--- src/rtl/if_fetch.sv ---
// Instruction fetch stage: one outstanding imem read, IF/ID output register and one-entry skid buffer.
// Define IF_ALIGN_CHECK_EN to trap misaligned redirect targets (sticky o_IF_misalign, fetch halts).
module if_fetch #(
  parameter logic [31:0] RESET_PC = 32'h0000_0000
) (
  input  logic        clk,
  input  logic        rst_n,
  output logic        o_imem_req,
  output logic [31:0] o_imem_addr,
  input  logic        i_imem_ack,
  input  logic [31:0] i_imem_rdata,
  input  logic        i_EXIF_jump,
  input  logic [31:0] i_EXIF_target,
  input  logic        i_IFID_stall,
  output logic        o_IFID_valid,
  output logic [31:0] o_IFID_pc,
  output logic [31:0] o_IFID_inst,
  output logic        o_IF_misalign
);

  typedef enum logic [2:0] {
    S_REQ,
    S_WAIT,
    S_KILL,
    S_FULL,
    S_HALT
  } state_t;

  state_t      state;
  logic [31:0] fetch_pc;
  logic [31:0] skid_pc;
  logic [31:0] skid_inst;
  logic        misalign_q;
  logic [31:0] jump_target;
  logic        jump_misalign;

`ifdef IF_ALIGN_CHECK_EN
  assign jump_target   = i_EXIF_target;
  assign jump_misalign = |i_EXIF_target[1:0];
`else
  logic unused_target_lsb;
  assign unused_target_lsb = ^i_EXIF_target[1:0];
  assign jump_target       = {i_EXIF_target[31:2], 2'b00};
  assign jump_misalign     = 1'b0;
`endif

  // Gated by rst_n so no request escapes while reset is still held.
  assign o_imem_req    = rst_n && (state == S_REQ);
  assign o_imem_addr   = fetch_pc;
  assign o_IF_misalign = misalign_q;

  always_ff @(posedge clk) begin
    if (!rst_n) begin
      state        <= S_REQ;
      fetch_pc     <= RESET_PC;
      o_IFID_valid <= 1'b0;
      o_IFID_pc    <= '0;
      o_IFID_inst  <= '0;
      skid_pc      <= '0;
      skid_inst    <= '0;
      misalign_q   <= 1'b0;
    end else if (state == S_HALT) begin
      state <= S_HALT;
    end else if (i_EXIF_jump) begin
      o_IFID_valid <= 1'b0;
      skid_pc      <= '0;
      skid_inst    <= '0;
      if (jump_misalign) begin
        misalign_q <= 1'b1;
        state      <= S_HALT;
      end else begin
        fetch_pc <= jump_target;
        // An unanswered request must still be drained before refetching.
        if ((state == S_WAIT || state == S_KILL) && !i_imem_ack)
          state <= S_KILL;
        else
          state <= S_REQ;
      end
    end else begin
      if (o_IFID_valid && !i_IFID_stall)
        o_IFID_valid <= 1'b0;
      case (state)
        S_REQ: state <= S_WAIT;
        S_WAIT: begin
          if (i_imem_ack) begin
            if (!o_IFID_valid || !i_IFID_stall) begin
              o_IFID_valid <= 1'b1;
              o_IFID_pc    <= fetch_pc;
              o_IFID_inst  <= i_imem_rdata;
              fetch_pc     <= fetch_pc + 32'd4;
              state        <= S_REQ;
            end else begin
              skid_pc   <= fetch_pc;
              skid_inst <= i_imem_rdata;
              state     <= S_FULL;
            end
          end
        end
        S_KILL: begin
          if (i_imem_ack)
            state <= S_REQ;
        end
        S_FULL: begin
          if (!i_IFID_stall) begin
            o_IFID_valid <= 1'b1;
            o_IFID_pc    <= skid_pc;
            o_IFID_inst  <= skid_inst;
            fetch_pc     <= fetch_pc + 32'd4;
            state        <= S_REQ;
          end
        end
        S_HALT:  state <= S_HALT;
        default: state <= S_REQ;
      endcase
    end
  end

endmodule

--- config.mk ---
export PLATFORM = sky130hd
export DESIGN_NAME = if_fetch
export DESIGN_NICKNAME = d
export VERILOG_FILES = /design/src/rtl/if_fetch.sv
export SDC_FILE = /design/constraint.sdc
export NUM_CORES = 1
export LEC_CHECK = 0
export CELL_PAD_IN_SITES_DETAIL_PLACEMENT = 0
export CELL_PAD_IN_SITES_GLOBAL_PLACEMENT = 1
export CORE_UTILIZATION = 24
export CTS_CLUSTER_DIAMETER = 50
export CTS_CLUSTER_SIZE = 14
export DETAILED_ROUTE_END_ITERATION = 7
export HOLD_SLACK_MARGIN = 0.02
export PLACE_DENSITY_LB_ADDON = 0.05
export SETUP_SLACK_MARGIN = 0.3
export SYNTH_ARGS = -nofsm -noshare
export SYNTH_HDL_FRONTEND = slang
export SYNTH_SLANG_ARGS = --single-unit
--- constraint.sdc ---
create_clock -name clk -period 1.7 [get_ports clk]
set_input_delay 0.17 -clock clk [delete_from_list [all_inputs] [get_ports clk]]
set_output_delay 0.17 -clock clk [all_outputs]
set_load 0.05 [all_outputs]
==> results of run 1 <==
kinds of logic (layout without fill, tap and decap cells):
kind of cell | count (synthesis) | in the layout | synth area share
buf+inv | 109 | 333 | 0.0673
mux | 3 | 3 | 0.00407
compound gates | 239 | 239 | 0.221
flops | 160 | 160 | 0.434
simple gates | 437 | 437 | 0.272
fa+ha+maj | 1 | 1 | 0.00170
other cells | 1 | 3 | 0.000508
area by class of cell:
cell class / count / area [µm²]
clock inverters: 12 / 113
well taps: 390 / 488
multi-input cells: 683 / 4460
inverters: 6 / 27.5
fillers: 3085 / 17900
clock buffers: 20 / 468
repair buffers: 295 / 3160
flip-flops and latches: 160 / 3300
final timing paths:
kind | cells after the start | end
setup / recovery | 7 | o_imem_addr[2]
hold / removal | 2 | state[0]
setup reg to reg | 7 | o_imem_addr[2]
hold reg to reg | 2 | skid_inst[26]
layer usage:
metal,track usage,wire length [µm],vias up
met5,0,0,-
met4,0.0374,215,0
met3,0.0257,1190,13
met2,0.299,14700,177
met1,0.282,16000,3852
li1,-,-,3882
synth_stat cells, types with 2 or more instances:
master	instances
or3_1	3
nand3_2	2
dfxtp_1	160
inv_1	6
buf_1	4
nor2_1	81
o311a_1	3
buf_4	7
o31ai_1	2
a311oi_1	63
and4_1	6
nand2_1	161
o21ai_0	17
mux2i_1	3
nor3_1	8
a21oi_1	96
o32ai_1	2
nor2b_1	10
nand4_1	11
a211oi_1	6
clkbuf_1	48
buf_2	42
o221ai_1	4
o22ai_1	2
a31oi_1	6
o221a_2	4
and3_1	7
a41oi_1	3
o211ai_1	6
a22oi_1	3
a21o_1	5
a2bb2oi_1	5
and2_1	3
o21ai_1	3
nand3_1	132
a32oi_1	2
nand3b_1	2
nor4_1	4
state kept, by name, summed over array words and instances (netlist names):
register and count:
o_IFID_pc 31, o_imem_addr 30, skid_pc 31, state 3, o_IFID_inst 32, skid_inst 32
o_IFID_valid 1
power breakdown:
group | switching, W | internal, W | leakage [nW]
Clock | 0.00183 | 0.00206 | 0.287
Sequential | 0.000146 | 0.00391 | 1.32
Combinational | 0.00129 | 0.000845 | 2.76
through the flow:
stage | setup TNS [ns] | total power [W] | cells | setup WS [ns] | hold slack [ns]
4_1_cts | 0 | 0.0100 | 1538 | 0.0441 | 0.119
3_3_place_gp | -24.53 | 0.00600 | 1484 | -0.262 | 0.443
2_1_floorplan | -0.0513 | 0.00523 | 952 | -0.0344 | 0.317
3_5_place_dp | -28.69 | 0.00600 | 1484 | -0.283 | 0.447
6_report | 0 | 0.0101 | 1566 | 0.000743 | 0.143
5_1_grt | -1.94 | 0.0105 | 1566 | -0.0514 | 0.169
timing repair:
item,in CTS,in global routing
endpoints found under the hold margin,0,0
buffers inserted,16,16
endpoints found under the setup margin,188,163
gates cloned,6,12
gates resized for setup,123,105
pin swaps,12,77
==> reports/results.tsv, run 1 <==
metric	value	unit
outcome	finished, final reports clean	
core area	0.0300	mm²
vias in the first global route	7570	
num ports	168	
All-Layer GR Usage	0.193	
VDD IR max	0.000693	V
Cell Area, Synth	0.00738	mm²
vias	7924	
Syn-to-layout area delta	62.9	%
Synth area leaders	dfxtp_1, nand3_1, nand2_1, a311oi_1, a21oi_1	
Initial Util	0.246	
CP bufs+invs	2	
most frequent cells in the layout	nand2_1, buf_4, dfxtp_1	
Post-synth ARST share	0	
Die Y	177	µm
routability congestion estimate	0.752	
first-pass GRT wire length	46600	µm
drt drc	0	
Worst Skew	0.0151	ns
routed length per instance	20.5	µm
HPWL after DPL	18200	µm
R2R setup slack	0.0007	ns
CTS Hold Bufs	0	
Hold Crit Start	i_EXIF_jump	
Cell Chain, Critical Path	buf_6 -> nand3b_1 -> a21o_1 -> and3_4 -> buf_12 -> or3_1 -> a31oi_1	
Clock Sinks	160	
RSZ-0062 raised after global routing	yes	
CP max stage delay	0.40	ns
count of cell types in the netlist	56	
worst-skew pair later-pin latency	0.44	ns
worst-path fanout max	23	
RR Startpoint	state[1]	
post-synth top area share	0.434	
Nets	1233	
P_leak	4.37	nW
CP arrival	2.05	ns
Tcrit/Tclk final	1.00	
Core Rows	63	
die area	0.0314	mm²
number of synthesized flops with an enable pin	0	
drt initial violations	515	
TritonRoute pass-1 iters	5	
clock tree buffer depth	2	
Worst Path Class, Setup	reg2reg	
Seq cells post-synth	160	
area leader, netlist	dfxtp_1	
initial antenna violation count	0	
CP delay by family, top	simple AND/OR/NAND/NOR gates	
post-route cell area	0.0120	mm²
CTS tree	yes	
H-tree level count	4	
die width	177	µm
Fin. Hold Viols	0	
Cells after Synth	950	
Max-Cap Viols	0	
Critical Path Source	state[1]	
routed wire length	32100	µm
Main synth FF type	dfxtp_1	
port buffer count	162	
CP required	2.05	ns
hold crit path type	in2reg	
Crit-path slowest cell	dfxtp_4	
Antenna Cells	0	
routed vias/inst	5.06	
CP Capture Type	register	
syn avg cell area	7.77	µm²
global route total overflow	0	
Seq/Total Area, Yosys	0.434	
largest net degree at the start of global routing	71	
fmax	588	MHz
startpoint types	register	
CTS Buf Count	17	
Post-DRT Antenna Nets	0	
post-placement cell area	0.0101	mm²
PD cells	839	mW/mm²
Max Transition Viols Final	0	
final worst path period need	1.70	ns
CTS Root Cell	clkbuf_16	
layout cells sized above 1	0.369	
setup violators final	0	
Worst-path clk slew	0.07	ns
Util after Layout	0.401	
YS warnings	0	
commonest non-fill, non-tap cell in the layout	nand2_1	
Note: power is estimated with default switching activity, not from simulation.
==> run 2: changes to the inputs <==
--- a/config.mk
+++ b/config.mk
@@ -14,6 +14,7 @@
 export HOLD_SLACK_MARGIN = 0.02
 export PLACE_DENSITY_LB_ADDON = 0.05
 export SETUP_SLACK_MARGIN = 0.3
+export SKIP_CTS_REPAIR_TIMING = 1
 export SYNTH_ARGS = -nofsm -noshare
 export SYNTH_HDL_FRONTEND = slang
 export SYNTH_SLANG_ARGS = --single-unit
==> constraint.sdc (replaced) <==
create_clock -name clk -period 1.89 [get_ports clk]
set_input_delay 0.189 -clock clk [delete_from_list [all_inputs] [get_ports clk]]
set_output_delay 0.189 -clock clk [all_outputs]
set_load 0.05 [all_outputs]
==> reports/results.tsv, run 2 (same netlist as run 1, synthesis figures left out) <==
metric	value	unit	change
routing usage on met2	0.273		-0.0260
drt initial violations	448		-13%
port buffer count	162		unchanged
HPWL after DPL	17900	µm	-1.9%
global route total overflow	0		unchanged
CP max stage delay	0.37	ns	-0.03 ns
routability congestion estimate	0.724		-3.7%
first-pass GRT wire length	43000	µm	-7.7%
startpoint types	register		
Crit-path slowest cell	dfxtp_4		
Worst Skew	0.0164	ns	+0.00137 ns
vias	7813		-1.4%
worst-path fanout max	9		-61%
Combinational Power Share	0.203		-0.009
commonest non-fill, non-tap cell in the layout	nand2_1		
num ports	168		unchanged
Die Y	177	µm	unchanged
PD cells	749	mW/mm²	-11%
Syn-to-layout area delta	62.2	%	
Flop pwr share	0.408		+0.006
worst hold slack	0.112	ns	-0.0301 ns
largest net degree at the start of global routing	66		-7.0%
routed length per instance	19.5	µm	-4.7%
Fin. Hold Viols	0		unchanged
TritonRoute pass-1 iters	5		unchanged
Cell Chain, Critical Path	o21ai_1 -> nand3b_1 -> buf_4 -> nor2_4 -> buf_12 -> buf_16 -> nor2_1 -> a311oi_1		
hold crit path type	in2reg		
RSZ-0062 raised after global routing	yes		
Post-DRT Antenna Nets	0		unchanged
TNS Setup	0	ns	unchanged
core area	0.0300	mm²	unchanged
clock share of power	0.389		+0.003
Slew headroom	0.638		
Core Rows	63		unchanged
final worst path period need	1.69	ns	-0.00612 ns
CTS Root Cell	clkbuf_16		
setup violators final	0		unchanged
routed vias/inst	4.99		-1.3%
initial antenna violation count	0		unchanged
fmax	591	MHz	+0.36%
Antenna Cells	0		unchanged
overall power	0.00896	W	-11%
Sw Ratio	0.319		-0.00500
H-tree level count	4		unchanged
CTS Buf Count	17		unchanged
top flop regs	o_IFID_inst (32), skid_inst (32)		
Worst-path clk slew	0.07	ns	about the same
Nets	1232		-0.081%
outcome	finished, final reports clean		
worst-skew pair later-pin latency	0.44	ns	about the same
die width	177	µm	unchanged
Max-Cap Viols	0		unchanged
CP arrival	2.03	ns	-0.02 ns
drt drc	0		unchanged
measured slew at the worst slew-check pin	0.543	ns	
clock tree buffer depth	2		unchanged
most frequent cells in the layout	nand2_1, nand3_1, dfxtp_1		
internal power	0.00610	W	-10%
vias in the first global route	7331		-3.2%
CP Capture Type	register		
layout cells sized above 1	0.259		-0.110
All-Layer GR Usage	0.177		-0.0158
Worst Path Class, Setup	reg2reg		
Clock Sinks	160		unchanged
routed wire length	30500	µm	-4.8%
met1 Use GR	0.253		-0.0297
CP required	2.22	ns	+0.17 ns
Initial Util	0.246		unchanged
VDD IR max	0.000533	V	-23%
die area	0.0314	mm²	unchanged
P_leak	5.49	nW	+26%
CTS tree	yes		
grt met3 use	0.0308		+0.00514
Max Transition Viols Final	0		unchanged
Tcrit/Tclk final	0.896		-0.104
busiest grt layer	met2		
sw power	0.00286	W	-12%
[run 2: changes by cell type in the layout (fill, tap and decap cells not counted), moves of 4 or more]
cell | previous run | this run
buf_12 | 22 | 26
nand3_2 | 35 | 1
nor2_2 | 22 | 15
buf_4 | 141 | 81
clkbuf_2 | 1 | 9
nand3_1 | 96 | 131
clkdlybuf4s15_2 | 30 | 0
dlymetal6s2s_1 | 0 | 78
buf_16 | 7 | 2
nor2_1 | 48 | 55
[run 2: area by class of cell]
class,count,area [µm²]
fill,3108,18000
clock buffer,20,468
multi-input combinational,683,4180
timing repair buffer,294,3400
clock inverter,12,109
tap,390,488
sequential,160,3300
inverter,6,26.3
[run 2: power by group through the flow]
stage	combinational, W	sequential (W)	clock [W]
floorplan	0.000581	0.00405	0
finish	0.00182	0.00366	0.00349
CTS	0.00161	0.00367	0.00363
global route	0.00194	0.00368	0.00376
detailed placement	0.00160	0.00375	0
global placement	0.00161	0.00375	0
[run 2: metrics by stage]
step / setup WS (ns) / instance area [µm²] / instances / util
after floorplan: 0.154 / 7570 / 952 / -
after global placement: -0.0645 / 9960 / 1473 / 0.333
after detailed placement: -0.0882 / 9960 / 1473 / 0.333
after CTS: -0.114 / 10500 / 1505 / 0.352
after global routing: 0.102 / 12000 / 1565 / 0.400
final: 0.197 / 12000 / 1565 / 0.400
[run 2: worst paths after layout]
check	from	end	slack, ns	cells past startpoint
setup / recovery	state[1]	o_IFID_pc[26]	0.20	8
hold / removal	i_EXIF_jump	state[0]	0.11	2
setup reg to reg	state[1]	o_IFID_pc[26]	0.20	8
hold reg to reg	skid_inst[18]	skid_inst[18]	0.45	2
[run 2: routing by layer]
metal  wire [µm]  part of all wire
met1       15200              0.50
met4         299            0.0098
met2       14000              0.46
met5           0                 0
met3        1060             0.035
[run 2: critical path, delay by kind of cell, from the launching register on]
kind	cells	cell delay, ns
compound gates	2	0.37
buf+inv	3	0.49
flops	1	0.37
simple gates	3	0.35
